**src/rtl/execute_stage_pkg.sv**
```systemverilog
// Shared constants for the execute stage: ALU opcodes, bypass selects,
// boolean and RISC-V register constants, plus the operand-forwarding helper.
package execute_stage_pkg;

    // ALU opcodes as driven by decode.
    localparam logic [4:0] ADDITION       = 5'd0;
    localparam logic [4:0] SUBTRACTION    = 5'd1;
    localparam logic [4:0] MULTIPLICATION = 5'd2;
    localparam logic [4:0] UNCOND_JUMP    = 5'd3;
    localparam logic [4:0] COND_EQ_JUMP   = 5'd4;

    // Operand bypass selects.
    localparam logic [3:0] NO_BYPASS       = 4'd0;
    localparam logic [3:0] BYPASS_FROM_ALU = 4'd1;

    localparam logic TRUE  = 1'b1;
    localparam logic FALSE = 1'b0;

    // RISC-V constants.
    localparam logic [4:0]  REG_X0    = 5'd0;
    localparam logic [31:0] ZERO_WORD = 32'd0;
    localparam int unsigned XLEN      = 32;

    // Any select other than BYPASS_FROM_ALU falls back to the decoded value.
    function automatic logic [31:0] select_operand(input logic [3:0]  bypass,
                                                   input logic [31:0] forwarded,
                                                   input logic [31:0] decoded);
        return (bypass == BYPASS_FROM_ALU) ? forwarded : decoded;
    endfunction

endpackage

```
**src/rtl/execute_stage_multiplier.sv**
```systemverilog
// iterative_multiplier: 32x32 -> low 32 bits, MUL_BITS_PER_CYCLE multiplier
// bits per cycle, N = 32/MUL_BITS_PER_CYCLE cycles in total.
//   clk, reset     : clock, asynchronous active-high reset (aborts a multiply)
//   start          : request a multiply; only honoured while idle
//   a, b           : multiplicand, multiplier (sampled with start)
//   busy           : in the BUSY state (cycles 2..N of a multiply)
//   done           : combinational, product valid this cycle (final cycle)
//   product[31:0]  : combinational result, meaningful while done is high
module iterative_multiplier
    import execute_stage_pkg::*;
#(
    parameter int unsigned MUL_BITS_PER_CYCLE = 8
) (
    input  logic        clk,
    input  logic        reset,
    input  logic        start,
    input  logic [31:0] a,
    input  logic [31:0] b,
    output logic        busy,
    output logic        done,
    output logic [31:0] product
);

    localparam int unsigned K          = MUL_BITS_PER_CYCLE;
    localparam int unsigned NUM_CYCLES = XLEN / K;
    localparam logic [31:0] DIGIT_MASK = (K >= 32) ? 32'hFFFF_FFFF
                                                   : 32'((64'd1 << K) - 64'd1);

    localparam logic MUL_IDLE = 1'b0;
    localparam logic MUL_BUSY = 1'b1;

    logic        state_q, state_d;
    logic [5:0]  count_q, count_d;
    logic [31:0] acc_q, acc_d;
    logic [31:0] mcand_q, mcand_d;   // multiplicand pre-shifted to the next digit
    logic [31:0] mplier_q, mplier_d; // remaining multiplier digits, next in the low K bits

    logic [31:0] first_partial;
    logic [31:0] step_partial;

    // The start cycle already consumes digit 0, so N-1 BUSY cycles cover the rest.
    assign first_partial = a * (b & DIGIT_MASK);
    assign step_partial  = mcand_q * (mplier_q & DIGIT_MASK);
    assign busy          = (state_q == MUL_BUSY);

    always_comb begin
        if (NUM_CYCLES == 1) begin
            done    = start;
            product = first_partial;
        end else begin
            done    = busy && (count_q == 6'd1);
            product = acc_q + step_partial;
        end
    end

    always_comb begin
        state_d  = state_q;
        count_d  = count_q;
        acc_d    = acc_q;
        mcand_d  = mcand_q;
        mplier_d = mplier_q;
        unique case (state_q)
            MUL_IDLE: begin
                if (start && (NUM_CYCLES > 1)) begin
                    state_d  = MUL_BUSY;
                    count_d  = 6'(NUM_CYCLES - 1);
                    acc_d    = first_partial;
                    mcand_d  = a << K;
                    mplier_d = b >> K;
                end
            end
            MUL_BUSY: begin
                acc_d    = acc_q + step_partial;
                mcand_d  = mcand_q << K;
                mplier_d = mplier_q >> K;
                count_d  = count_q - 6'd1;
                if (count_q == 6'd1) begin
                    state_d = MUL_IDLE;
                end
            end
            default: state_d = MUL_IDLE;
        endcase
    end

    always_ff @(posedge clk or posedge reset) begin
        if (reset) begin
            state_q  <= MUL_IDLE;
            count_q  <= 6'd0;
            acc_q    <= ZERO_WORD;
            mcand_q  <= ZERO_WORD;
            mplier_q <= ZERO_WORD;
        end else begin
            state_q  <= state_d;
            count_q  <= count_d;
            acc_q    <= acc_d;
            mcand_q  <= mcand_d;
            mplier_q <= mplier_d;
        end
    end

endmodule

```
**src/rtl/execute_stage.sv**
```systemverilog
// execute_stage: operand forwarding, ADD/SUB/MUL/JALR/BEQ execution.
//   clk, reset                           : clock, asynchronous active-high reset
//   operand1, operand2                   : decoded rs1 / rs2-or-immediate
//   alu_operation                        : ALU opcode
//   bypass1, bypass2                     : forwarding selects for each operand
//   dest_register_enable/number          : rd write enable and index
//   passthrough_next_program_counter     : link value (PC+4)
//   branch_dest                          : BEQ target
//   alu_result, result_dest_enable/number: registered writeback
//   redirect_valid, redirect_pc          : combinational taken jump/branch
//   kill_instr                           : squash the instruction in decode
//   stall                                : hold fetch/decode
module execute_stage
    import execute_stage_pkg::*;
#(
    parameter int unsigned MUL_BITS_PER_CYCLE = 8
) (
    input  logic        clk,
    input  logic        reset,
    input  logic [31:0] operand1,
    input  logic [31:0] operand2,
    input  logic [4:0]  alu_operation,
    input  logic [3:0]  bypass1,
    input  logic [3:0]  bypass2,
    input  logic        dest_register_enable,
    input  logic [4:0]  dest_register_number,
    input  logic [31:0] passthrough_next_program_counter,
    input  logic [31:0] branch_dest,
    output logic [31:0] alu_result,
    output logic        result_dest_enable,
    output logic [4:0]  result_dest_number,
    output logic        redirect_valid,
    output logic [31:0] redirect_pc,
    output logic        kill_instr,
    output logic        stall
);

    localparam int unsigned MUL_CYCLES      = XLEN / MUL_BITS_PER_CYCLE;
    localparam logic        MUL_MULTI_CYCLE = (MUL_CYCLES > 1);

    logic [31:0] a, b;
    logic [31:0] sum, single_result;
    logic        is_mul, mul_start, mul_busy, mul_done;
    logic [31:0] mul_product;
    logic        dest_enable_eff;
    logic        mul_dest_enable_q;
    logic [4:0]  mul_dest_number_q;

    assign a = select_operand(bypass1, alu_result, operand1);
    assign b = select_operand(bypass2, alu_result, operand2);

    assign sum             = a + b;
    assign is_mul          = (alu_operation == MULTIPLICATION);
    assign mul_start       = is_mul && !mul_busy;
    assign dest_enable_eff = dest_register_enable && (dest_register_number != REG_X0);

    iterative_multiplier #(
        .MUL_BITS_PER_CYCLE(MUL_BITS_PER_CYCLE)
    ) u_multiplier (
        .clk    (clk),
        .reset  (reset),
        .start  (mul_start),
        .a      (a),
        .b      (b),
        .busy   (mul_busy),
        .done   (mul_done),
        .product(mul_product)
    );

    // BEQ result is don't-care; it falls into the ADD default.
    always_comb begin
        case (alu_operation)
            SUBTRACTION: single_result = a - b;
            UNCOND_JUMP: single_result = passthrough_next_program_counter;
            default:     single_result = sum;
        endcase
    end

    always_comb begin
        redirect_valid = FALSE;
        redirect_pc    = ZERO_WORD;
        if (!mul_busy) begin
            if (alu_operation == UNCOND_JUMP) begin
                redirect_valid = TRUE;
                redirect_pc    = sum & ~32'd1;
            end else if (alu_operation == COND_EQ_JUMP) begin
                redirect_valid = (a == b);
                redirect_pc    = branch_dest;
            end
        end
    end

    assign kill_instr = redirect_valid;

    // Stall drops in the final MUL cycle so the dependent instruction can
    // enter next cycle and pick up the product via BYPASS_FROM_ALU.
    assign stall = (mul_start && MUL_MULTI_CYCLE) || (mul_busy && !mul_done);

    always_ff @(posedge clk or posedge reset) begin
        if (reset) begin
            alu_result         <= ZERO_WORD;
            result_dest_enable <= FALSE;
            result_dest_number <= REG_X0;
            mul_dest_enable_q  <= FALSE;
            mul_dest_number_q  <= REG_X0;
        end else if (mul_busy) begin
            if (mul_done) begin
                alu_result         <= mul_product;
                result_dest_enable <= mul_dest_enable_q;
                result_dest_number <= mul_dest_number_q;
            end else begin
                result_dest_enable <= FALSE;
            end
        end else if (is_mul && !MUL_MULTI_CYCLE) begin
            alu_result         <= mul_product;
            result_dest_enable <= dest_enable_eff;
            result_dest_number <= dest_register_number;
        end else if (is_mul) begin
            // Capture edge: bubble, and remember rd for the final edge.
            result_dest_enable <= FALSE;
            mul_dest_enable_q  <= dest_enable_eff;
            mul_dest_number_q  <= dest_register_number;
        end else begin
            alu_result         <= single_result;
            result_dest_enable <= dest_enable_eff;
            result_dest_number <= dest_register_number;
        end
    end

endmodule

```
**config.mk**
```make
export PLATFORM = sky130hd
export DESIGN_NAME = execute_stage
export DESIGN_NICKNAME = d
export VERILOG_FILES = /design/src/rtl/execute_stage_pkg.sv /design/src/rtl/execute_stage_multiplier.sv /design/src/rtl/execute_stage.sv
export SDC_FILE = /design/constraint.sdc
export NUM_CORES = 1
export LEC_CHECK = 0
export BUFFER_PORTS_ARGS = -buffer_cell sky130_fd_sc_hd__buf_2
export CAP_MARGIN = 20
export CORE_AREA = 3 3 228 230
export CTS_BUF_LIST = sky130_fd_sc_hd__clkbuf_4
export DETAILED_ROUTE_END_ITERATION = 6
export DIE_AREA = 0 0 231 233
export HOLD_SLACK_MARGIN = 0.06
export PLACE_DENSITY_LB_ADDON = 0.15
export SETUP_SLACK_MARGIN = 0.5
export SLEW_MARGIN = 10
export SYNTH_ARGS = -nofsm -noshare
export SYNTH_HDL_FRONTEND = slang
export SYNTH_SLANG_ARGS = --single-unit
```
**constraint.sdc**
```tcl
create_clock -name clk -period 12.3 [get_ports clk]
set_input_delay 1.845 -clock clk [delete_from_list [all_inputs] [get_ports clk]]
set_output_delay 1.845 -clock clk [all_outputs]
set_load 0.01 [all_outputs]
```
---- Word level (Yosys, flattened, before mapping) ----
Cells that the tools add are included.
word-level totals
  register bits after elaboration ......... 147
  input port bits ......................... 149
  output and inout port bits .............. 73
  logic and storage cells ................. 67
operators by class
  add/subtract/negate cells ............... 4
  multipliers ............................. 2
  equal/unequal tests ..................... 11
  muxes and demuxes ....................... 29
  bitwise logic cells ..................... 1
  reduce and logical (&&, ||, !) cells .... 10
operators with widths
  kind                 number
  $mux 32              11
  $pmux 32 s2          4
  $add 32x32->32       2
  $mul 32x8->32        2
  $eq 32x32->1         1
  $sub 32x32->32       1
  $mux 5               3
  $pmux 6 s2           1
  $eq 5x2->1 const B   2
  $eq 4x1->1 const B   2
  $mux 1               8
  $eq 6x1->1 const B   1
  $mux 6               1
  $sub 6x1->6 const B  1
  $eq 5x1->1 const B   1
  $eq 5x3->1 const B   1
  $reduce_bool 5->1    1
  $logic_and 1x1->1    4
  $ne 2x2->1 const B   2
  $reduce_and 2->1     2
  $logic_not 1->1      2
  $ne 2x1->1 const B   1
  $pmux 1 s2           1
  $logic_or 1x1->1     1
  $not 1->1            1

---- Longest topological paths before layout ----
Gate-level depths: netlist (run 1).
  depth in word-level cells ............... 6
  mapped depth ............................ 27
  depth with buffers taken out ............ 23

---- Cells and area by module ----
Synthesis (run 1) repeated with hierarchy kept, for this count alone.
second synthesis, totals
  cell total of the unflattened synthesis .. 2906
  area, all modules ....................... 23600.1 µm²
by module, submodules not included
  module                instances  cells an instance  area each (µm²)  sequential area each (µm²)
  iterative_multiplier  1          1767               15895.2          2177.1
  execute_stage         1          1139               7704.9           1101.1

---- Least setup slack after synthesis (run 1) ----
Ideal clock, no wire load.
  path kind ............................... input to register
  from .................................... in bypass1[3]
  to ...................................... reg u_multiplier.acc_q[28]
  setup time .............................. 104 ps
  arrival ................................. 7840 ps
  data required time ...................... 12196 ps
  setup slack ............................. 4356 ps
  stages on the path ...................... 27
  path buffers ............................ 4
  cells stage by stage .................... nor4b_1 > buf_2 > buf_1 > buf_2 > mux2i_1 > inv_1 > ha_1 > xor2_1 > ha_1 > a21o_1 > fa_1 > fa_1 > inv_1 > fa_1 > inv_1 > ha_1 > clkbuf_1 > a41oi_1 > o21a_1 > o311ai_1 > a31oi_1 > o2111ai_1 > a31o_2 > a21oi_1 > xnor2_1 > nand2_1 > o311ai_1
on the way
  word-level cells in the longest chain between the ends .. 5
ends and longest elaborated chain
  item                    line                            source
  start: declaration      execute_stage.sv:23             input logic [3:0] bypass1,
  $eq 4x1->1              execute_stage_pkg.sv:28         return (bypass == BYPASS_FROM_ALU) ? forwarded : decoded;
  $mux 32                 execute_stage_pkg.sv:28
  $mul 32x8->32           execute_stage_multiplier.sv:42  assign first_partial = a * (b & DIGIT_MASK);
  $mux 32                 execute_stage_multiplier.sv:64  if (start && (NUM_CYCLES > 1)) begin
  $pmux 32 s2             execute_stage_multiplier.sv:62  unique case (state_q)
  end signal: assignment  execute_stage_multiplier.sv:89  acc_q <= ZERO_WORD;
  end signal: assignment  execute_stage_multiplier.sv:95  acc_q <= acc_d;
  end: declaration        execute_stage_multiplier.sv:34  logic [31:0] acc_q, acc_d;
No other way between the ends. The select of a mux whose other input is x is not followed.
A chain may end at the register's enable or synchronous reset.

---- Worst setup path after layout (run 1) ----
  from .................................... in bypass1[3]
  to ...................................... out redirect_pc[31]
on the way
  word-level cells in the longest chain between the ends .. 5
ends and longest elaborated chain
  item              line                     source
  $eq 4x1->1        execute_stage_pkg.sv:28
  $mux 32           execute_stage_pkg.sv:28
  $add 32x32->32    execute_stage.sv:52      assign sum = a + b;
  $mux 32           execute_stage.sv:83      if (alu_operation == UNCOND_JUMP) begin
  $mux 32           execute_stage.sv:82      if (!mul_busy) begin
  end: declaration  execute_stage.sv:33      output logic [31:0] redirect_pc,
No other way between the ends.

==> reports/metrics.yaml, run 1 <==
place:
  pre_cts_slack_ps: 3220
  port_buffers: 221
  dp_hpwl_um: 67000
  gp_congestion: 0.963
worst_hold_path:
  holdCritStartpoint: "u_multiplier.mplier_q[22]"
  hp-class: "flip-flop to flip-flop"
logic_synthesis:
  syn-cell-area_mm2: 0.0224
  ys_dominant_reg_cell: "dfrtp_1"
  ys_seq_elements: 131
  syn_inst: 2781
  ys_seq_area_share_pct: 14.6
  syn_nets: 3356
  synth_warnings: 0
  synth_edf_count: 0
  ys_async_sr_fraction_pct: 100
  syn_avg_cell_area_um2: 8.05
  synth_cell_types: 96
cells_and_area:
  layout_common_cells: "inv_1 (372), nor2_1 (341), nand2_1 (322)"
  num-nets-final: 3479
  fill_cells: 5073
  drive_gt1_share_pct: 12.2
  final_common_cell: "inv_1"
  syn_to_final_growth_pct: 8.65
floorplanning:
  die_area_mm2: 0.0538
  die_y_um: 233
  ios: 222
  initial_utilization_pct: 44.7
  die_w_um: 231
  rows: 82
  core_mm2: 0.0501
global_routing:
  grt.overflow.total: 0
  grt_start_max_net_pins: 102
  grt_pass1_wl_um: 129000
  antenna_found_initial: 4
  grt_pass1_vias: 20900
  grt_usage_pct: 31.6
clock_network:
  htreeDepth: 4
  cts_resized: 0
  clk_pin_slew_ps: 150
  cts.sinks: 131
  cts_max_path_buffers: 2
  postCtsSetupBuffers: 0
  cts_buffers: 17
  cts_tree: "yes"
  clock-root-buffer: "clkbuf_4"
  insertion_delay_ps: 720
  ctsHoldBuffers: 0
route:
  avgRoutedWirePerCell_um: 23.5
  drc: 0
  dr_total_vias: 20700
  postRouteAntennaNets: 0
  drtIter0Drc: 1780
  wl_um: 84600
  vias_per_cell: 5.77
  firstDrtPassIters: 6
pwr:
  p_leak_nw: 11.4
  ir_drop_uv: 171
  fin_total_pwr_mw: 5.31
  power-per-cell-area_mw_per_mm2: 218
setup_path:
  arrival_ps: 7100
  cp_max_fo: 37
  start_kind: "input pin"
  critPathKind: "input pin to primary output"
  startpoint: "bypass1[3]"
  end_kind: "primary output"
  r2r_start: "alu_result[6]"
  cp.required_ps: 10450
sta:
  finalCritPeriodShare_pct: 72.7
  hold_ws_ps: 479
  fmax_mhz: 112
  rsz0062_at_grt: "false"
  clock_skew_ps: 46.5
  slew_headroom_pct: 20.7
  setup_ws_ps: 3360
  finalCriticalPeriod_ps: 8940
  drv_slew: 0
  finalHoldViolCount: 0
  tns_ps: 0
  setup_violations: 0
  worstMarginPinSlew_ps: 1160
flow_run:
  timing.max_cap.violations: 0
status:
  status: "finished, final reports clean"
-- path summary, 6_finish.rpt --
kind	to	slack, ps	cells after the start
min reg2reg	u_multiplier.mplier_q[14]	480	2
max reg2reg	u_multiplier.acc_q[28]	5610	22
min in group asynchronous	u_multiplier.mplier_q[14]	1230	2
max	redirect_pc[31]	3360	15
max in group asynchronous	u_multiplier.mcand_q[17]	9610	3
min	u_multiplier.mplier_q[14]	480	2
-- worst max-delay path, cell delays in order --
cell and delay, ps:
buf_2 110, nor4b_2 260, buf_4 640, mux2i_1 870, inv_1 300, ha_1 580
or4_1 500, or4_4 460, nor2b_1 160, a21oi_2 110, o31ai_4 370, a41oi_2 210
xnor2_1 350, a21oi_1 120, buf_2 190
-- power breakdown --
part,internal (mW),switching [mW]
registers,0.599,0.308
clock network,0.130,0.229
logic,1.58,2.46
total,2.31,3.00
-- logic make-up after synthesis --
kind of cell | after synthesis | share of synthesized area, %
muxes | 77 | 3.48
AOI/OAI and AO/OA | 632 | 17.8
xor gates and xnor gates | 103 | 4.03
and+or+nand+nor | 874 | 17.0
adders and majority gates | 426 | 33.4
buffers and inverters | 538 | 9.58
DFF | 131 | 14.6
-- metrics by stage --
stage          util [%]  std cells  area, um^2
2_1_floorplan         -       2781       22400
3_3_place_gp       47.8       3550       23900
3_5_place_dp       47.9       3553       24000
4_1_cts            48.5       3585       24300
5_1_grt            48.6       3593       24300
6_report           48.6       3593       24300
-- synth_stat cells, types with 6 or more instances --
cell	n	area share (%)
mux2_2	7	0.35
o211ai_1	22	0.74
fa_1	287	26
o21bai_1	17	0.57
nand2_1	322	5.4
xnor2_1	81	3.2
nor4_1	9	0.25
clkbuf_8	6	0.37
buf_2	11	0.25
clkbuf_1	114	1.9
a31oi_1	19	0.53
nor2b_1	20	0.56
xor2_1	22	0.86
a211oi_1	36	1.2
nor3_1	23	0.51
dfrtp_1	131	15
nand3_1	26	0.58
o31ai_1	14	0.47
o221ai_1	16	0.63
a21o_1	30	1.0
a21oi_1	228	5.1
o22ai_1	8	0.22
nand2b_1	12	0.34
inv_2	11	0.18
and2_1	67	1.9
a221o_1	7	0.31
ha_1	139	7.8
mux2i_1	70	3.1
nor2_1	345	5.8
inv_1	373	6.3
o21a_1	21	0.70
buf_1	12	0.20
o21ai_1	19	0.42
a221oi_1	12	0.47
o21ai_0	118	2.6
-- flip-flops by register name (all words and copies together), names as in the netlist --
signal / flops
alu_result: 32
u_multiplier.acc_q: 32
u_multiplier.mcand_q: 24
u_multiplier.mplier_q: 24
u_multiplier.count_q: 6
mul_dest_number_q: 5
result_dest_number: 5
mul_dest_enable_q: 1
result_dest_enable: 1
u_multiplier.busy: 1
-- per-layer routing --
metal	part of all wire (%)	vias up	global-route usage [%]
li1	-	9344	-
met5	0.015	-	0
met3	7.4	140	5.86
met1	44	10400	43.4
met2	45	906	50.1
met4	3.5	2	10.8
-- area by class of cell --
| class | instances | area [um^2] | area share (%) |
|---|---|---|---|
| Multi-Input combinational cell | 2112 | 17100 | 70.1 |
| Clock inverter | 14 | 169 | 0.694 |
| Inverter | 385 | 1450 | 5.96 |
| Sequential cell | 131 | 3280 | 13.5 |
| Timing Repair Buffer | 257 | 1390 | 5.73 |
| Antenna cell | 4 | 10.0 | 0.0411 |
| Clock buffer | 18 | 135 | 0.555 |
| Tap cell | 672 | 841 | 3.45 |
No activity file was read; power rests on OpenSTA's default activity.
==> inputs of run 2 (changes only) <==
==> constraint.sdc (replaced) <==
create_clock -name clk -period 8.8 [get_ports clk]
set_input_delay 1.32 -clock clk [delete_from_list [all_inputs] [get_ports clk]]
set_output_delay 1.32 -clock clk [all_outputs]
set_load 0.01 [all_outputs]
==> run 2 against run 1 <==
Effect of this change:
- the flow now finishes with violations (DRC)
- sequential power grew 38%
- hold slack improved by 22 ps
- combinational power grew 43%
- critical path type unchanged
==> reports/metrics.yaml, run 2 (synthesis results as in run 1) <==
place:
  port_buffers: 221
  place_area_mm2: 0.0242
  dp_hpwl_um: 67800
  gp_congestion: 0.965
  pre_cts_slack_ps: 1230
setup_path:
  cp_slowest_cell: "mux2i_1"
  cpPeakStageDelay_ps: 590
  critPathKind: "input pin to primary output"
  arrival_ps: 6130
  start_kind: "input pin"
  cp_max_fo: 22
  crit_chain: "buf_2 > nor4b_2 > buf_4 > buf_4 > mux2i_1 > ha_1 > or4_1 > or4_4 > nor2b_1 > a21oi_2 > o31ai_4 > a21o_1 > xor2_1 > nor2_1 > nor2_1 > buf_2"
  end_kind: "primary output"
  cp.required_ps: 7480
global_routing:
  grt_start_max_net_pins: 88
  grt_usage_pct: 31.9
  grt_pass1_wl_um: 129000
  antenna_found_initial: 3
  grt_pass1_vias: 21100
  grt.overflow.total: 0
route:
  drc: 6
  dr_total_vias: 20900
  wl_um: 85400
  drtIter0Drc: 1573
  postRouteAntennaNets: 0
  avgRoutedWirePerCell_um: 23.7
  firstDrtPassIters: 7
  vias_per_cell: 5.77
sta:
  rsz0062_at_grt: "false"
  worstMarginPinSlew_ps: 1120
  drv_slew: 0
  fmax_mhz: 134
  clock_skew_ps: 35.8
  finalCriticalPeriod_ps: 7450
  tns_ps: 0
  finalHoldViolCount: 0
  slew_headroom_pct: 25.1
  setup_ws_ps: 1350
  finalCritPeriodShare_pct: 84.6
  setup_violations: 0
pwr:
  ir_drop_uv: 162
  power-per-cell-area_mw_per_mm2: 306
  fin_total_pwr_mw: 7.49
  p_leak_nw: 11.5
cells_and_area:
  final_common_cell: "inv_1"
  fill_cells: 5110
  final_cell_area_mm2: 0.0245
  layout_common_cells: "inv_1 (372), nor2_1 (341), nand2_1 (322)"
  top_regs: "alu_result x32, u_multiplier.acc_q x32"
  syn_to_final_growth_pct: 9.20
  num-nets-final: 3501
  drive_gt1_share_pct: 12.7
status:
  violations: "DRC"
  status: "complete, but fails checks"
floorplanning:
  die_area_mm2: 0.0538
  ios: 222
  initial_utilization_pct: 44.7
  rows: 82
  die_w_um: 231
  die_y_um: 233
  core_mm2: 0.0501
clock_network:
  cts_tree: "yes"
  insertion_delay_ps: 680
  clk_pin_slew_ps: 160
  postCtsSetupBuffers: 0
  cts_max_path_buffers: 2
  ctsHoldBuffers: 0
  clock-root-buffer: "clkbuf_4"
  cts_resized: 0
  cts_buffers: 17
  htreeDepth: 4
  cts.sinks: 131
flow_run:
  timing.max_cap.violations: 0
worst_hold_path:
  hp-class: "flip-flop to flip-flop"
run 2: cell types whose count changed in the layout (fill, tap and decap cells not counted), moves of 2 or more:
cell | before | now
buf_4 | 33 | 56
clkinv_4 | 2 | 4
diode_2 | 4 | 1
inv_8 | 4 | 1
mux2i_1 | 63 | 67
mux2i_2 | 6 | 2
run 2: area by class of cell:
class                   count  area [um^2]  share of cell area (%)
diodes                      1         2.50                  0.0102
clock buffers              18          135                   0.552
clock inverters            14          148                   0.604
inverters                 385         1450                    5.93
multi-input cells        2112        17000                    69.7
flip-flops and latches    131         3280                    13.4
well taps                 672          841                    3.44
repair buffers            279         1560                    6.38
run 2: layer usage:
metal / share of wire (%) / vias up / global-route usage [%] / routed length (um)
li1: - / 9393 / - / -
met1: 42 / 10400 / 42.5 / 36200
met2: 46 / 893 / 51.7 / 39300
met3: 7.4 / 179 / 5.64 / 6320
met4: 4.3 / 4 / 13.2 / 3640
met5: 0.027 / - / 0 / 23
run 2: path summary, 6_finish.rpt:
kind | start | to | slack, ps | cells past startpoint
setup / recovery | bypass2[3] | redirect_pc[29] | 1350 | 16
hold / removal | mul_dest_number_q[2] | mul_dest_number_q[2] | 500 | 2
setup reg to reg | u_multiplier.mplier_q[1] | alu_result[30] | 2550 | 19
hold reg to reg | mul_dest_number_q[2] | mul_dest_number_q[2] | 500 | 2
max in group asynchronous | reset | u_multiplier.mcand_q[11] | 6790 | 3
min in group asynchronous | reset | u_multiplier.mplier_q[6] | 750 | 2
run 2: critical path: cells and delay by family:
family | cells | cell delay [ps]
xor gates and xnor gates | 1 | 370
muxes | 1 | 590
buffers and inverters | 4 | 1000
adders and majority gates | 1 | 490
AOI/OAI and AO/OA | 3 | 640
and+or+nand+nor | 6 | 1660
run 2: through the flow:
| stage | cells | utilization, % | hold WS [ps] |
|---|---|---|---|
| floorplan | 2781 | - | 445 |
| global placement | 3578 | 48.3 | 460 |
| detailed placement | 3578 | 48.3 | 467 |
| CTS | 3610 | 48.8 | 493 |
| global route | 3612 | 48.9 | 517 |
| finish | 3612 | 48.9 | 500 |
run 2: power breakdown:
group	switching [mW]	internal, mW	total [mW]
logic	3.55	2.23	5.79
registers	0.410	0.838	1.25
clock network	0.305	0.152	0.457
==> inputs of run 3 (changes only) <==
--- a/config.mk
+++ b/config.mk
@@ -5,12 +5,13 @@
 export SDC_FILE = /design/constraint.sdc
 export NUM_CORES = 1
 export LEC_CHECK = 0
+export ABC_AREA = 1
 export BUFFER_PORTS_ARGS = -buffer_cell sky130_fd_sc_hd__buf_2
 export CAP_MARGIN = 20
-export CORE_AREA = 3 3 228 230
+export CORE_AREA = 3 3 236 238
 export CTS_BUF_LIST = sky130_fd_sc_hd__clkbuf_4
 export DETAILED_ROUTE_END_ITERATION = 6
-export DIE_AREA = 0 0 231 233
+export DIE_AREA = 0 0 239 241
 export HOLD_SLACK_MARGIN = 0.06
 export PLACE_DENSITY_LB_ADDON = 0.15
 export SETUP_SLACK_MARGIN = 0.5
==> constraint.sdc (replaced) <==
create_clock -name clk -period 7.8 [get_ports clk]
set_input_delay 1.17 -clock clk [delete_from_list [all_inputs] [get_ports clk]]
set_output_delay 1.17 -clock clk [all_outputs]
set_load 0.01 [all_outputs]
==> run 3 against run 2 <==
Effect of this change:
- largest cell class unchanged
- clock skew decreased by 3.0 ps
- setup slack got worse by 360 ps
- synthesized area is 7.9% higher
- synthesized cell count up 29%
- non-clock buffer count shrank 28
- hold slack lost 7.6 ps
- largest power group unchanged
- core utilization down 0.44 points
- register-to-register slack worse by 560 ps
- power rose by 6.9%
- the run still ends with DRC left
==> reports/metrics.yaml, run 3 <==
clock_network:
  clk_pin_slew_ps: 130
  cts_max_path_buffers: 2
  cts_resized: 0
  htreeDepth: 4
  ctsHoldBuffers: 0
  clock-root-buffer: "clkbuf_4"
  cts_buffers: 17
  postCtsSetupBuffers: 0
  cts_tree: "yes"
  insertion_delay_ps: 680
  cts.sinks: 131
logic_synthesis:
  synth_edf_count: 0
  synth_cell_types: 55
  synth.most_common_cell: "nand2_1"
  synth_fa_ha_area_share_pct: 31.0
  yosysTopAreaCellShare_pct: 23.8
  synth_xor_area_share_pct: 1.30
  ys_seq_elements: 131
  synth_top_family_by_area: "adder cells"
  yosys-top-cells-area: "fa_1 (24%), dfrtp_1 (14%), nand2_1 (13%)"
  syn-cell-area_mm2: 0.0242
  ys_async_sr_fraction_pct: 100
  synthSimpleGateAreaFrac_pct: 27.1
  syn_nets: 4164
  synthMuxAreaShare_pct: 0
  yosys-top-cells-count: "nand2_1 (852), inv_1 (666), nor2_1 (393), fa_1 (287), a21oi_1 (221)"
  syn_avg_cell_area_um2: 6.74
  synth_warnings: 0
  ys_seq_area_share_pct: 13.6
  synth_compound_area_share_pct: 13.5
  ys_dominant_reg_cell: "dfrtp_1"
  synth_top_cell_by_area: "fa_1"
  syn_inst: 3589
place:
  placed_cells: 4384
  pre_cts_slack_ps: 702
  gp_congestion: 1.04
  dp_hpwl_um: 81200
  port_buffers: 221
  place_area_mm2: 0.0257
pwr:
  power-per-cell-area_mw_per_mm2: 307
  seqPwrFrac_pct: 15.3
  p_clk_share_pct: 6.6
  switchingPower_mw: 4.87
  power.internal_mw: 3.13
  p_leak_nw: 14.1
  fin_total_pwr_mw: 8.01
  sw_frac_of_total_pct: 60.9
  ir_drop_uv: 203
  comb_power_share_pct: 78.1
cells_and_area:
  final_common_cell: "nand2_1"
  final_cells: 4418
  drive_gt1_share_pct: 9.84
  layout_common_cells: "nand2_1 (850), inv_1 (665), nor2_1 (392)"
  post-route-util_pct: 48.4
  final_cell_area_mm2: 0.0261
  num-nets-final: 4284
  syn_to_final_growth_pct: 7.76
  top_regs: "alu_result x32, u_multiplier.acc_q x32"
  fill_cells: 5765
setup_path:
  critPathKind: "input pin to primary output"
  startpoint: "bypass1[2]"
  r2r_start: "u_multiplier.mplier_q[1]"
  start_kind: "input pin"
  end_kind: "primary output"
  cp_max_fo: 33
  cp.required_ps: 6630
  arrival_ps: 5640
floorplanning:
  initial_utilization_pct: 44.9
  ios: 222
  die_w_um: 239
  die_area_mm2: 0.0576
  rows: 85
  die_y_um: 241
  core_mm2: 0.0538
global_routing:
  antenna_found_initial: 4
  grt_usage_pct: 33.6
  grt.overflow.total: 0
  grt_pass1_wl_um: 145000
  grt_pass1_vias: 24100
  grt_start_max_net_pins: 71
sta:
  fmax_mhz: 147
  worstMarginPinSlew_ps: 1100
  finalCriticalPeriod_ps: 6810
  finalCritPeriodShare_pct: 87.3
  setup_ws_ps: 990
  finalHoldViolCount: 0
  clock_skew_ps: 32.8
  drv_slew: 0
  setup_violations: 0
  tns_ps: 0
  rsz0062_at_grt: "false"
  slew_headroom_pct: 26.7
  hold_ws_ps: 493
route:
  dr_total_vias: 24500
  drt-met1-wl_um: 39900
  drc: 4
  dr.max_layer_used: "met4"
  vias_per_cell: 5.55
  drtIter0Drc: 2182
  avgRoutedWirePerCell_um: 22.0
  wl_met3_um: 6910
  firstDrtPassIters: 7
  wl_um: 97200
  met2_length_um: 44500
  postRouteAntennaNets: 0
status:
  violations: "DRC"
  status: "complete, but fails checks"
flow_run:
  timing.max_cap.violations: 0
worst_hold_path:
  holdCritStartpoint: "u_multiplier.count_q[5]"
  hp-class: "flip-flop to flip-flop"
## run 3: worst paths after layout
| kind | endpoint | slack, ps | cells after the start |
|---|---|---|---|
| setup / recovery | kill_instr | 990 | 13 |
| min in group asynchronous | alu_result[30] | 560 | 2 |
| setup reg to reg | alu_result[24] | 1990 | 19 |
| hold reg to reg | u_multiplier.count_q[5] | 490 | 1 |
| hold / removal | u_multiplier.count_q[5] | 490 | 1 |
| max in group asynchronous | u_multiplier.acc_q[4] | 5880 | 3 |
## run 3: worst max-delay path, stage by stage
cell and delay [ps]:
buf_2 100, nor2_2 360, nand2_2 510, buf_4 410
nand2_1 80, nand2_1 340, ha_1 560, inv_1 270
nand2_1 290, nor4_1 540, nand3_1 240, o31ai_1 520
buf_2 230
## run 3: cell families after synthesis
kind of cell | Yosys count
fa+ha+maj | 426
compound gates | 573
xor+xnor | 36
flops | 131
buf+inv | 843
simple gates | 1580
## run 3: final cells by class
| class | instances | area [um^2] | area share [%] |
|---|---|---|---|
| Clock inverter | 13 | 161 | 0.620 |
| Antenna cell | 1 | 2.50 | 0.00960 |
| Timing Repair Buffer | 251 | 1360 | 5.22 |
| Inverter | 693 | 2610 | 10.0 |
| Tap cell | 696 | 871 | 3.34 |
| Sequential cell | 131 | 3280 | 12.6 |
| Clock buffer | 18 | 135 | 0.519 |
| Multi-Input combinational cell | 2615 | 17600 | 67.7 |
## run 3: routing by layer
metal  global-route usage [%]  vias up
met5                        0        -
met4                     17.9        0
met3                     4.50      224
met2                     56.0     1076
met1                     42.6    11800
li1                         -    11400
## run 3: power by group through the flow
stage          combinational (mW)  sequential [mW]  clock (mW)
4_1_cts                      6.14             1.23       0.539
5_1_grt                      6.94             1.25       0.552
3_5_place_dp                 6.11             1.24           0
6_report                     6.26             1.22       0.530
2_1_floorplan                4.21             1.11           0
3_3_place_gp                 6.10             1.24           0
